<file path="config.mk">
export PLATFORM = sky130hd
export DESIGN_NAME = at_hazard_scoreboard_flat
export DESIGN_NICKNAME = d
export VERILOG_FILES = /design/src/rtl/cpu_hazard_pkg.sv /design/src/rtl/at_hazard_scoreboard_if.sv /design/src/rtl/at_sb_slot.sv /design/src/rtl/at_hazard_scoreboard.sv /design/src/flat_wrapper.sv
export SDC_FILE = /design/constraint.sdc
export NUM_CORES = 1
export LEC_CHECK = 0
export CAP_MARGIN = 30
export CORE_MARGIN = 4
export CORE_UTILIZATION = 53
export CTS_BUF_LIST = sky130_fd_sc_hd__clkbuf_8
export DETAILED_ROUTE_END_ITERATION = 8
export DONT_BUFFER_PORTS = 1
export HOLD_SLACK_MARGIN = 0.06
export PLACE_DENSITY_LB_ADDON = 0.15
export SYNTH_ARGS = -nofsm -noshare
export SYNTH_HDL_FRONTEND = slang
export SYNTH_SLANG_ARGS = --single-unit
</file>
<file path="constraint.sdc">
create_clock -name clk -period 5.2 [get_ports clk]
set_input_delay 0.52 -clock clk [delete_from_list [all_inputs] [get_ports clk]]
set_output_delay 0.52 -clock clk [all_outputs]
set_load 0.005 [all_outputs]
</file>
<file path="src/rtl/cpu_hazard_pkg.sv">
// Shared constants for the AT-based hazard scoreboard: Tuse sentinel, stage indices,
// forward-select encodings and mult/div latencies.
package cpu_hazard_pkg;

  localparam logic [2:0] TUSE_NONE = 3'b111;

  localparam int unsigned STG_E = 0;
  localparam int unsigned STG_M = 1;
  localparam int unsigned STG_W = 2;

  localparam logic [1:0] FWD_RF = 2'd0;
  localparam logic [1:0] FWD_E  = 2'd1;
  localparam logic [1:0] FWD_M  = 2'd2;
  localparam logic [1:0] FWD_W  = 2'd3;

  localparam int unsigned MULT_LAT_DEFAULT = 5;
  localparam int unsigned DIV_LAT_DEFAULT  = 10;

endpackage

</file>
<file path="src/rtl/at_hazard_scoreboard_if.sv">
// D-stage AT inputs and hazard outputs between the decoder and the scoreboard.
interface at_hazard_scoreboard_if #(
  parameter int unsigned AW = 5,
  parameter int unsigned TW = 3,
  parameter int unsigned SW = 2
);
  logic          d_valid;
  logic [AW-1:0] d_raddr0;
  logic [AW-1:0] d_raddr1;
  logic [TW-1:0] d_tuse0;
  logic [TW-1:0] d_tuse1;
  logic [AW-1:0] d_waddr;
  logic [TW-1:0] d_tnew;
  logic          d_md_start;
  logic          d_md_is_div;
  logic          d_md_use;
  logic          stall;
  logic [SW-1:0] fwd_sel0;
  logic [SW-1:0] fwd_sel1;
  logic          md_busy;

  modport master (
    output d_valid, d_raddr0, d_raddr1, d_tuse0, d_tuse1, d_waddr, d_tnew,
           d_md_start, d_md_is_div, d_md_use,
    input  stall, fwd_sel0, fwd_sel1, md_busy
  );

  modport slave (
    input  d_valid, d_raddr0, d_raddr1, d_tuse0, d_tuse1, d_waddr, d_tnew,
           d_md_start, d_md_is_div, d_md_use,
    output stall, fwd_sel0, fwd_sel1, md_busy
  );
endinterface

</file>
<file path="src/rtl/at_sb_slot.sv">
// One scoreboard entry (dest addr, remaining Tnew). Age=1 decrements Tnew on load,
// saturating at 0; bubble_i loads an empty entry.
module at_sb_slot #(
  parameter int unsigned AW  = 5,
  parameter int unsigned TW  = 3,
  parameter bit          Age = 1'b1
) (
  input  logic          clk_i,
  input  logic          reset_i,
  input  logic          bubble_i,
  input  logic [AW-1:0] addr_i,
  input  logic [TW-1:0] tnew_i,
  output logic [AW-1:0] addr_o,
  output logic [TW-1:0] tnew_o
);
  logic [AW-1:0] addr_q, addr_d;
  logic [TW-1:0] tnew_q, tnew_d;

  always_comb begin
    addr_d = addr_i;
    tnew_d = tnew_i;
    if (Age && (tnew_i != '0)) begin
      tnew_d = tnew_i - TW'(1);
    end
    if (bubble_i) begin
      addr_d = '0;
      tnew_d = '0;
    end
  end

  always_ff @(posedge clk_i) begin
    if (reset_i) begin
      addr_q <= '0;
      tnew_q <= '0;
    end else begin
      addr_q <= addr_d;
      tnew_q <= tnew_d;
    end
  end

  assign addr_o = addr_q;
  assign tnew_o = tnew_q;
endmodule

</file>
<file path="src/rtl/at_hazard_scoreboard.sv">
// Decode-stage hazard unit: shifting Tnew scoreboard over NSTAGE stages producing stall,
// per-port forward selects and a mult/div HI/LO busy interlock.
module at_hazard_scoreboard
  import cpu_hazard_pkg::*;
#(
  parameter int unsigned NSTAGE   = 3,
  parameter int unsigned AW       = 5,
  parameter int unsigned TW       = 3,
  parameter int unsigned SW       = 2,
  parameter int unsigned MULT_LAT = MULT_LAT_DEFAULT,
  parameter int unsigned DIV_LAT  = DIV_LAT_DEFAULT
) (
  input logic                  clk,
  input logic                  reset,
  at_hazard_scoreboard_if.slave hz
);
  localparam int unsigned CW = $clog2(DIV_LAT + 1);
  localparam logic [TW-1:0] TuseNone = '1;

  logic [AW-1:0] slot_addr [NSTAGE];
  logic [TW-1:0] slot_tnew [NSTAGE];

  logic [1:0][AW-1:0] raddr;
  logic [1:0][TW-1:0] tuse;
  logic [1:0]         port_stall;
  logic [1:0][SW-1:0] fwd;
  logic               hit;
  logic [TW-1:0]      hit_tnew;
  logic [SW-1:0]      hit_sel;
  logic               stall;
  logic               md_busy;
  logic [CW-1:0]      md_cnt_q, md_cnt_d;

  for (genvar k = 0; k < NSTAGE; k++) begin : g_slot
    if (k == STG_E) begin : g_head
      at_sb_slot #(.AW(AW), .TW(TW), .Age(1'b0)) u_slot (
        .clk_i   (clk),
        .reset_i (reset),
        .bubble_i(stall | ~hz.d_valid),
        .addr_i  (hz.d_waddr),
        .tnew_i  (hz.d_tnew),
        .addr_o  (slot_addr[k]),
        .tnew_o  (slot_tnew[k])
      );
    end else begin : g_tail
      at_sb_slot #(.AW(AW), .TW(TW), .Age(1'b1)) u_slot (
        .clk_i   (clk),
        .reset_i (reset),
        .bubble_i(1'b0),
        .addr_i  (slot_addr[k-1]),
        .tnew_i  (slot_tnew[k-1]),
        .addr_o  (slot_addr[k]),
        .tnew_o  (slot_tnew[k])
      );
    end
  end

  // Scan oldest to youngest so the youngest matching writer wins.
  always_comb begin
    raddr      = {hz.d_raddr1, hz.d_raddr0};
    tuse       = {hz.d_tuse1, hz.d_tuse0};
    port_stall = '0;
    fwd        = '0;
    hit        = 1'b0;
    hit_tnew   = '0;
    hit_sel    = '0;
    for (int p = 0; p < 2; p++) begin
      hit      = 1'b0;
      hit_tnew = '0;
      hit_sel  = '0;
      for (int k = NSTAGE - 1; k >= 0; k--) begin
        if ((raddr[p] != '0) && (slot_addr[k] == raddr[p])) begin
          hit      = 1'b1;
          hit_tnew = slot_tnew[k];
          hit_sel  = SW'(k + 1);
        end
      end
      port_stall[p] = hit && (tuse[p] != TuseNone) && (hit_tnew > tuse[p]);
      fwd[p]        = (hit && (hit_tnew == '0)) ? hit_sel : SW'(FWD_RF);
    end
  end

  assign md_busy = (md_cnt_q != '0);
  assign stall   = port_stall[0] | port_stall[1] | (hz.d_md_use & md_busy);

  always_comb begin
    md_cnt_d = md_cnt_q;
    if (hz.d_md_start && hz.d_valid && !stall) begin
      md_cnt_d = hz.d_md_is_div ? CW'(DIV_LAT) : CW'(MULT_LAT);
    end else if (md_busy) begin
      md_cnt_d = md_cnt_q - CW'(1);
    end
  end

  always_ff @(posedge clk) begin
    if (reset) begin
      md_cnt_q <= '0;
    end else begin
      md_cnt_q <= md_cnt_d;
    end
  end

  assign hz.stall    = stall;
  assign hz.fwd_sel0 = fwd[0];
  assign hz.fwd_sel1 = fwd[1];
  assign hz.md_busy  = md_busy;
endmodule

</file>
<file path="src/flat_wrapper.sv">
// flat-port wrapper written by rule: the top's interface ports become plain ports
module at_hazard_scoreboard_flat import cpu_hazard_pkg::*;
#(
  parameter int unsigned NSTAGE   = 3,
  parameter int unsigned AW       = 5,
  parameter int unsigned TW       = 3,
  parameter int unsigned SW       = 2,
  parameter int unsigned MULT_LAT = MULT_LAT_DEFAULT,
  parameter int unsigned DIV_LAT  = DIV_LAT_DEFAULT
)
  (clk, reset, hz_d_valid, hz_d_raddr0, hz_d_raddr1, hz_d_tuse0, hz_d_tuse1, hz_d_waddr, hz_d_tnew, hz_d_md_start, hz_d_md_is_div, hz_d_md_use, hz_stall, hz_fwd_sel0, hz_fwd_sel1, hz_md_busy);
  at_hazard_scoreboard_if #(.AW(AW), .TW(TW), .SW(SW)) hz_i ();
  input logic clk;
  input logic reset;
  input wire logic [$bits(hz_i.d_valid)-1:0] hz_d_valid;
  input wire logic [$bits(hz_i.d_raddr0)-1:0] hz_d_raddr0;
  input wire logic [$bits(hz_i.d_raddr1)-1:0] hz_d_raddr1;
  input wire logic [$bits(hz_i.d_tuse0)-1:0] hz_d_tuse0;
  input wire logic [$bits(hz_i.d_tuse1)-1:0] hz_d_tuse1;
  input wire logic [$bits(hz_i.d_waddr)-1:0] hz_d_waddr;
  input wire logic [$bits(hz_i.d_tnew)-1:0] hz_d_tnew;
  input wire logic [$bits(hz_i.d_md_start)-1:0] hz_d_md_start;
  input wire logic [$bits(hz_i.d_md_is_div)-1:0] hz_d_md_is_div;
  input wire logic [$bits(hz_i.d_md_use)-1:0] hz_d_md_use;
  output wire logic [$bits(hz_i.stall)-1:0] hz_stall;
  output wire logic [$bits(hz_i.fwd_sel0)-1:0] hz_fwd_sel0;
  output wire logic [$bits(hz_i.fwd_sel1)-1:0] hz_fwd_sel1;
  output wire logic [$bits(hz_i.md_busy)-1:0] hz_md_busy;
  assign hz_i.d_valid = hz_d_valid;
  assign hz_i.d_raddr0 = hz_d_raddr0;
  assign hz_i.d_raddr1 = hz_d_raddr1;
  assign hz_i.d_tuse0 = hz_d_tuse0;
  assign hz_i.d_tuse1 = hz_d_tuse1;
  assign hz_i.d_waddr = hz_d_waddr;
  assign hz_i.d_tnew = hz_d_tnew;
  assign hz_i.d_md_start = hz_d_md_start;
  assign hz_i.d_md_is_div = hz_d_md_is_div;
  assign hz_i.d_md_use = hz_d_md_use;
  assign hz_stall = hz_i.stall;
  assign hz_fwd_sel0 = hz_i.fwd_sel0;
  assign hz_fwd_sel1 = hz_i.fwd_sel1;
  assign hz_md_busy = hz_i.md_busy;
  at_hazard_scoreboard #(.NSTAGE(NSTAGE), .AW(AW), .TW(TW), .SW(SW), .MULT_LAT(MULT_LAT), .DIV_LAT(DIV_LAT)) u_core (.clk(clk), .reset(reset), .hz(hz_i));
endmodule
</file>
==> impl_results.md, run 1 <==
* Status: completed
* Max-Cap Viols at 0
* First-pass DRT Iterations at 4
* Dpl hpwl at 3070 um
* Fmax at 0.290 GHz
* Setup Fix Bufs, Post-CTS at 0
* Final ANT Viol Nets at 0
* Synthesized flop and latch total at 28
* Placer congestion estimate at 0.946
* Vias in the first global route at 1361
* Worst R2R Path Depth at 11
* WL final at 3740 um
* R2r startpoint: u_core.g_slot[2].g_tail.u_slot.addr_o[2]
* Total net switching power at 194 uW
* Final Net Count at 258
* GRT Total Usage at 18.5%
* Max Clock Skew at 0.00140 ns
* Worst path cell trace: xor2_1 -> nor3_1 -> nand4_1 -> o32a_1 -> a21oi_1 -> ha_1 -> a21o_1 -> a21oi_1 -> a311o_1 -> nand3_1
* Ys async rst share at 0%
* Crit-path max FO at 6
* Yosys warns at 0
* Area post-placement at 1880 um2
* Max VDD drop at 0.202 mV
* Slew Limit Headroom at 69.0%
* Fill count at 303
* Hold path cells at 1
* Initial Util at 55.1%
* Ports at 36
* Die height at 66.9 um
* Initial antenna violation count at 0
* CP startpoint kind: flop
* Routed via count at 1456
* CP max stage cell: o32a_1
* Delay-heaviest family, CP: compound AO/OA/AOI/OAI gates
* Clock-pin transition on the worst setup and hold timing paths at 0.09 ns
* TritonCTS Sinks at 28
* Met1 wire length at 1650 um
* Placed Instances at 257
* Critical path launch point: u_core.g_slot[2].g_tail.u_slot.addr_o[2]
* Core area at 3340 um2
* Final Max Tran Viols at 0
* Overall power at 597 uW
* First-pass GRT wire length at 6270 um
* Worst-skew pair later-pin latency at 0.27 ns
* Die area at 4470 um2
* Worst EP arrival at 2.92 ns
* Worst EP required at 4.68 ns
* Synthesized net count at 257
* Top cell by count, worst path: a21oi_1
* H-tree depth at 1
* Gr ovfl total at 0
* Standard-cell rows at 21
* Main synth FF type: dfxtp_1
* Clock power share at 22.3%
* Largest net degree at the start of global routing at 24
* Post-CTS resize count at 0
* WL met2 at 1690 um
* Area share of the largest cell type after synthesis at 30.5%
* Unrepaired setup endpoints after global routing: false
* DRT iter0 DRCs at 146
* Non-Filler Instances at 261
* Slowest Stage Delay on Critical Path at 0.36 ns
* Cell Area, Synth at 1840 um2
* Buf/Inv on CP at 0
* Routed wire length on met3 at 306 um
* Synth Area per Inst at 8.55 um2
* Area Overhead vs Synth at 5.31%
* Synth unique cells at 33
* DRC viols at 0
* P_leak at 0.000840 uW
* Commonest cells in the synthesized netlist: 28 x dfxtp_1, 22 x xor2_1, 20 x inv_1
* Final period util at 66.2%
* Clock Path Buffers at 2
* Internal at 403 uW
* Switching part of the total power at 32.5%
* Number of synthesized flops with an enable pin at 0
* Per-cell routed wire length at 14.3 um
* Tightest Hold Check Type: input pin to flop
* Hold Crit Start: reset
* Most common cell in the netlist: dfxtp_1
* Slew @ Worst Pin at 0.459 ns
* Top post-synthesis cells by area: dfxtp_1 30%, xor2_1 10%, ha_1 8.2%, xnor2_1 5.7%, and2_1 4.1%
* Root Buffer: clkbuf_8
* Design area at 1940 um2
* Final-report hold violation count at 0
* Critical path depth at 10
* Critical path endpoint category: output pin
* Inserted Diodes at 0
* Power share of the combinational group at 32.9%
* Power share of the sequential group at 44.8%
* Yosys top cell by area: dfxtp_1
* CTS tree: built
* Setup CP Type: flop to output pin
* Layout cell share with drive strength beyond 1 at 6.51%
* Die extent in x at 66.9 um
* CTS buffer count at 3
* Endpoints failing setup at 0
* Tmin final at 3.44 ns
* I/O Buffers at 0
* Share of the yosys chip area belonging to registers at 30.5%
* Top Layer Used: met4
* Hold Buf Count CTS at 0
* Synth Instances at 215
* Cell Pwr Density at 308 nW/um2
* Mean number of vias per cell at 5.58
* Final setup TNS at 0 ns
[state kept, by name, summed over array words and instances (netlist names)]
register,count
u_core.md_cnt_q,4
u_core.g_slot.g_tail.u_slot.addr_o,10
u_core.g_slot.g_head.u_slot.tnew_o,3
u_core.g_slot.g_tail.u_slot.tnew_o,6
u_core.g_slot.g_head.u_slot.addr_o,5
[layout by cell type, fill, tap and decap left out, types with 2 or more instances in the layout]
master,count
nor4b_1,2
nor2_1,19
ha_1,12
a21o_1,2
nor4_1,3
nor3_1,5
nand2_1,10
dfxtp_1,28
nand4_1,5
a311o_1,2
and2_1,12
clkbuf_8,4
nand4_2,2
nor2b_1,12
o22a_1,2
o31ai_1,6
inv_1,20
nor3_2,5
xor2_1,22
xnor2_1,12
nand3_1,7
a21oi_1,8
mux2i_1,2
a211oi_1,2
o32a_1,3
[power by group through the flow]
stage / Clock [uW] / Sequential (uW) / Combinational [uW]
6_report: 133 / 267 / 196
3_5_place_dp: 0 / 272 / 198
3_3_place_gp: 0 / 272 / 190
2_1_floorplan: 0 / 266 / 173
5_1_grt: 148 / 273 / 221
4_1_cts: 135 / 267 / 198
[stage by stage]
| stage | util [%] | hold slack, ns | worst slack [ns] |
|---|---|---|---|
| 2_1_floorplan | - | 0.478 | 2.26 |
| 3_3_place_gp | 56.4 | 0.482 | 2.01 |
| 6_report | 58.0 | 0.303 | 1.76 |
| 4_1_cts | 58.0 | 0.298 | 1.76 |
| 3_5_place_dp | 56.4 | 0.494 | 1.91 |
| 5_1_grt | 58.0 | 0.286 | 1.51 |
[cell families (layout without fill, tap and decap cells)]
logic type / count (synthesis) / count (layout) / synth area share, %
AO/OA/AOI/OAI: 28 / 28 / 11.7
XOR/XNOR: 34 / 34 / 16.2
adder cells (fa/ha/maj): 12 / 12 / 8.17
buffers and inverters: 24 / 24 / 4.90
flip-flops: 28 / 28 / 30.5
multiplexers: 2 / 2 / 1.09
AND/OR/NAND/NOR: 87 / 87 / 27.4
[cell type report]
class / instances / area (um2) / area share (%)
Inverter: 20 / 75.1 / 3.88
Clock buffer: 4 / 55.1 / 2.84
Multi-Input combinational cell: 163 / 1190 / 61.3
Tap cell: 46 / 57.6 / 2.97
Sequential cell: 28 / 561 / 29.0
[path summary, 6_finish.rpt]
kind,endpoint,slack (ns)
setup reg to reg,u_core.g_slot[0].g_head.u_slot.tnew_o[1],2.14
hold reg to reg,u_core.g_slot[2].g_tail.u_slot.addr_o[0],0.51
setup / recovery,hz_stall,1.76
hold / removal,u_core.g_slot[1].g_tail.u_slot.addr_o[1],0.30
[per-layer routing]
layer  global-route usage [%]  vias to the layer above
met3                     4.89                       11
met2                     29.5                       49
met1                     23.2                      658
met5                        0                        -
met4                     8.35                        0
li1                         -                      738
Power figures use the tool's default switching activity.
==> run 2: changes to the inputs <==
==> constraint.sdc (replaced) <==
create_clock -name clk -period 2.8 [get_ports clk]
set_input_delay 0.28 -clock clk [delete_from_list [all_inputs] [get_ports clk]]
set_output_delay 0.28 -clock clk [all_outputs]
set_load 0.005 [all_outputs]
==> run 2 against run 1 <==
  * The run now ends with setup timing left
  * Clock skew is 0.0051 ns higher
  * Worst setup slack got worse by 1.9 ns
  * Sequential power is 88% higher
  * Global-route usage rose by 1.4 points
  * Sequential cell count is the same
  * Critical path type unchanged
  * Highest routed layer unchanged
==> impl_results.md, run 2 (synthesis results as in run 1) <==
* Status: finished with violations
* Failing checks: setup timing
* Mean number of vias per cell at 5.60
* CP startpoint kind: flop
* WL final at 4390 um
* Die area at 4470 um2
* Max-Cap Viols at 0
* Most frequent cells in the layout: 21 x dfxtp_1, 20 x inv_1, 19 x nor2_1, 19 x xor2_1, 18 x buf_4
* Tightest Hold Check Type: input pin to flop
* Vias in the first global route at 1621
* Ports at 36
* Slew @ Worst Pin at 0.405 ns
* Final period util at 105%
* Clock power share at 25.3%
* Worst EP arrival at 2.65 ns
* First-pass GRT wire length at 6870 um
* Max VDD drop at 0.392 mV
* I/O Buffers at 0
* Endpoints failing setup at 13
* DP Worst Slack at -0.0788 ns
* Final ANT Viol Nets at 0
* Clock-pin transition on the worst setup and hold timing paths at 0.09 ns
* Final Max Tran Viols at 0
* Die extent in x at 66.9 um
* Fmax at 0.342 GHz
* Fill count at 288
* Final setup TNS at -0.683 ns
* Slew Limit Headroom at 72.6%
* Worst EP required at 2.52 ns
* Final-report hold violation count at 0
* Inserted Diodes at 0
* First-pass DRT Iterations at 4
* Hold path cells at 1
* Crit-path max FO at 4
* Reg-to-Reg End: u_core.md_cnt_q[2]
* Total net switching power at 393 uW
* Layout Utilization at 67.9%
* Die height at 66.9 um
* DRC viols at 0
* DRT iter0 DRCs at 84
* Routed via count at 1603
* CTS tree: built
* Setup CP Type: flop to output pin
* Largest net degree at the start of global routing at 24
* CTS buffer count at 3
* Area Overhead vs Synth at 23.3%
* Initial Util at 55.1%
* WHS Endpoint: u_core.g_slot[1].g_tail.u_slot.addr_o[3]
* Most common cell after layout, fill and taps aside: dfxtp_1
* Unrepaired setup endpoints after global routing: true
* Dpl hpwl at 3220 um
* Core area at 3340 um2
* Power share of the combinational group at 34.1%
* Worst R2R Path Depth at 12
* GRT Total Usage at 19.9%
* Placer congestion estimate at 0.897
* Internal at 843 uW
* Cell Pwr Density at 545 nW/um2
* H-tree depth at 1
* Power share of the sequential group at 40.6%
* Root Buffer: clkbuf_8
* Gr ovfl total at 0
* Critical path endpoint category: output pin
* Final Net Count at 283
* Switching part of the total power at 31.8%
* PnR worst setup slack at -0.127 ns
* Per-cell routed wire length at 15.3 um
* Clock Path Buffers at 2
* Layout cell share with drive strength beyond 1 at 22.9%
* Initial antenna violation count at 0
* Max reg flops at 10
* TritonCTS Sinks at 28
* Standard-cell rows at 21
* Max Clock Skew at 0.00654 ns
* R2r startpoint: u_core.g_slot[2].g_tail.u_slot.addr_o[2]
* Worst-skew pair later-pin latency at 0.27 ns
* Hold Crit Start: reset
* P_leak at 0.000999 uW
* R2R Setup Slk at -0.12 ns
* Tmin final at 2.93 ns
run 2: cell count changes in the layout (fill, tap and decap cells not counted), sizes merged:
cell         change
buf             +19
clkbuf           -1
dlygate4sd3      +6
bufinv           +1
run 2: critical path: stages (launching register included):
cell and delay [ns]:
dfxtp_2 0.33, xor2_1 0.15, nor3_1 0.19, nand4_1 0.20
o32a_1 0.37, a21oi_2 0.20, ha_1 0.27, a21o_1 0.20
a21oi_2 0.13, a311o_1 0.21, nand3_2 0.11
run 2: layout make-up:
class / count / area [um2] / area share, %
Multi-Input combinational cell: 163 / 1280 / 56.5
Sequential cell: 28 / 574 / 25.3
Timing Repair Buffer: 25 / 206 / 9.11
Inverter: 20 / 75.1 / 3.31
Tap cell: 46 / 57.6 / 2.54
Clock buffer: 3 / 41.3 / 1.82
Clock inverter: 1 / 30.0 / 1.33
run 2: routing by layer:
metal  share of wire, %  up-vias  GRT usage (%)
met2                 53       51           37.0
met3                5.9        6           4.05
met1                 40      762           22.3
li1                   -      784              -
met5                  0        -              0
met4                1.0        0           6.58
run 2: timing repair:
action,in CTS,in global routing
pin swaps,13,14
setup buffers,9,3
hold buffers,2,4
endpoints found under the hold margin,2,11
endpoints found under the setup margin,13,13
resized for setup,11,18
run 2: metrics by stage:
stage | hold slack, ns | power (uW) | instance area (um2) | instances
finish | 0.0636 | 1240 | 2270 | 286
CTS | 0.0602 | 1210 | 2130 | 279
floorplan | 0.379 | 816 | 1840 | 215
detailed placement | 0.357 | 885 | 1930 | 264
global placement | 0.356 | 867 | 1930 | 264
global route | 0.0612 | 1320 | 2270 | 286
run 2: power groups by stage:
stage	clock (uW)	sequential (uW)	combinational [uW]
2_1_floorplan	0	495	321
3_3_place_gp	0	505	363
3_5_place_dp	0	508	377
4_1_cts	316	499	398
5_1_grt	333	511	475
6_report	313	501	421
run 2: worst max path at each step:
stage	startpoint	endpoint	slack (ns)
6_report	u_core.g_slot[2].g_tail.u_slot.addr_o[2]	hz_stall	-0.13
3_5_place_dp	u_core.g_slot[1].g_tail.u_slot.addr_o[0]	u_core.md_cnt_q[2]	-0.08
2_1_floorplan	u_core.g_slot[2].g_tail.u_slot.addr_o[2]	u_core.md_cnt_q[2]	0.15
3_3_place_gp	u_core.g_slot[1].g_tail.u_slot.addr_o[4]	u_core.md_cnt_q[2]	-0.007
5_1_grt	u_core.g_slot[0].g_head.u_slot.addr_o[3]	u_core.md_cnt_q[2]	-0.27
4_1_cts	u_core.g_slot[2].g_tail.u_slot.addr_o[4]	u_core.md_cnt_q[2]	-0.11
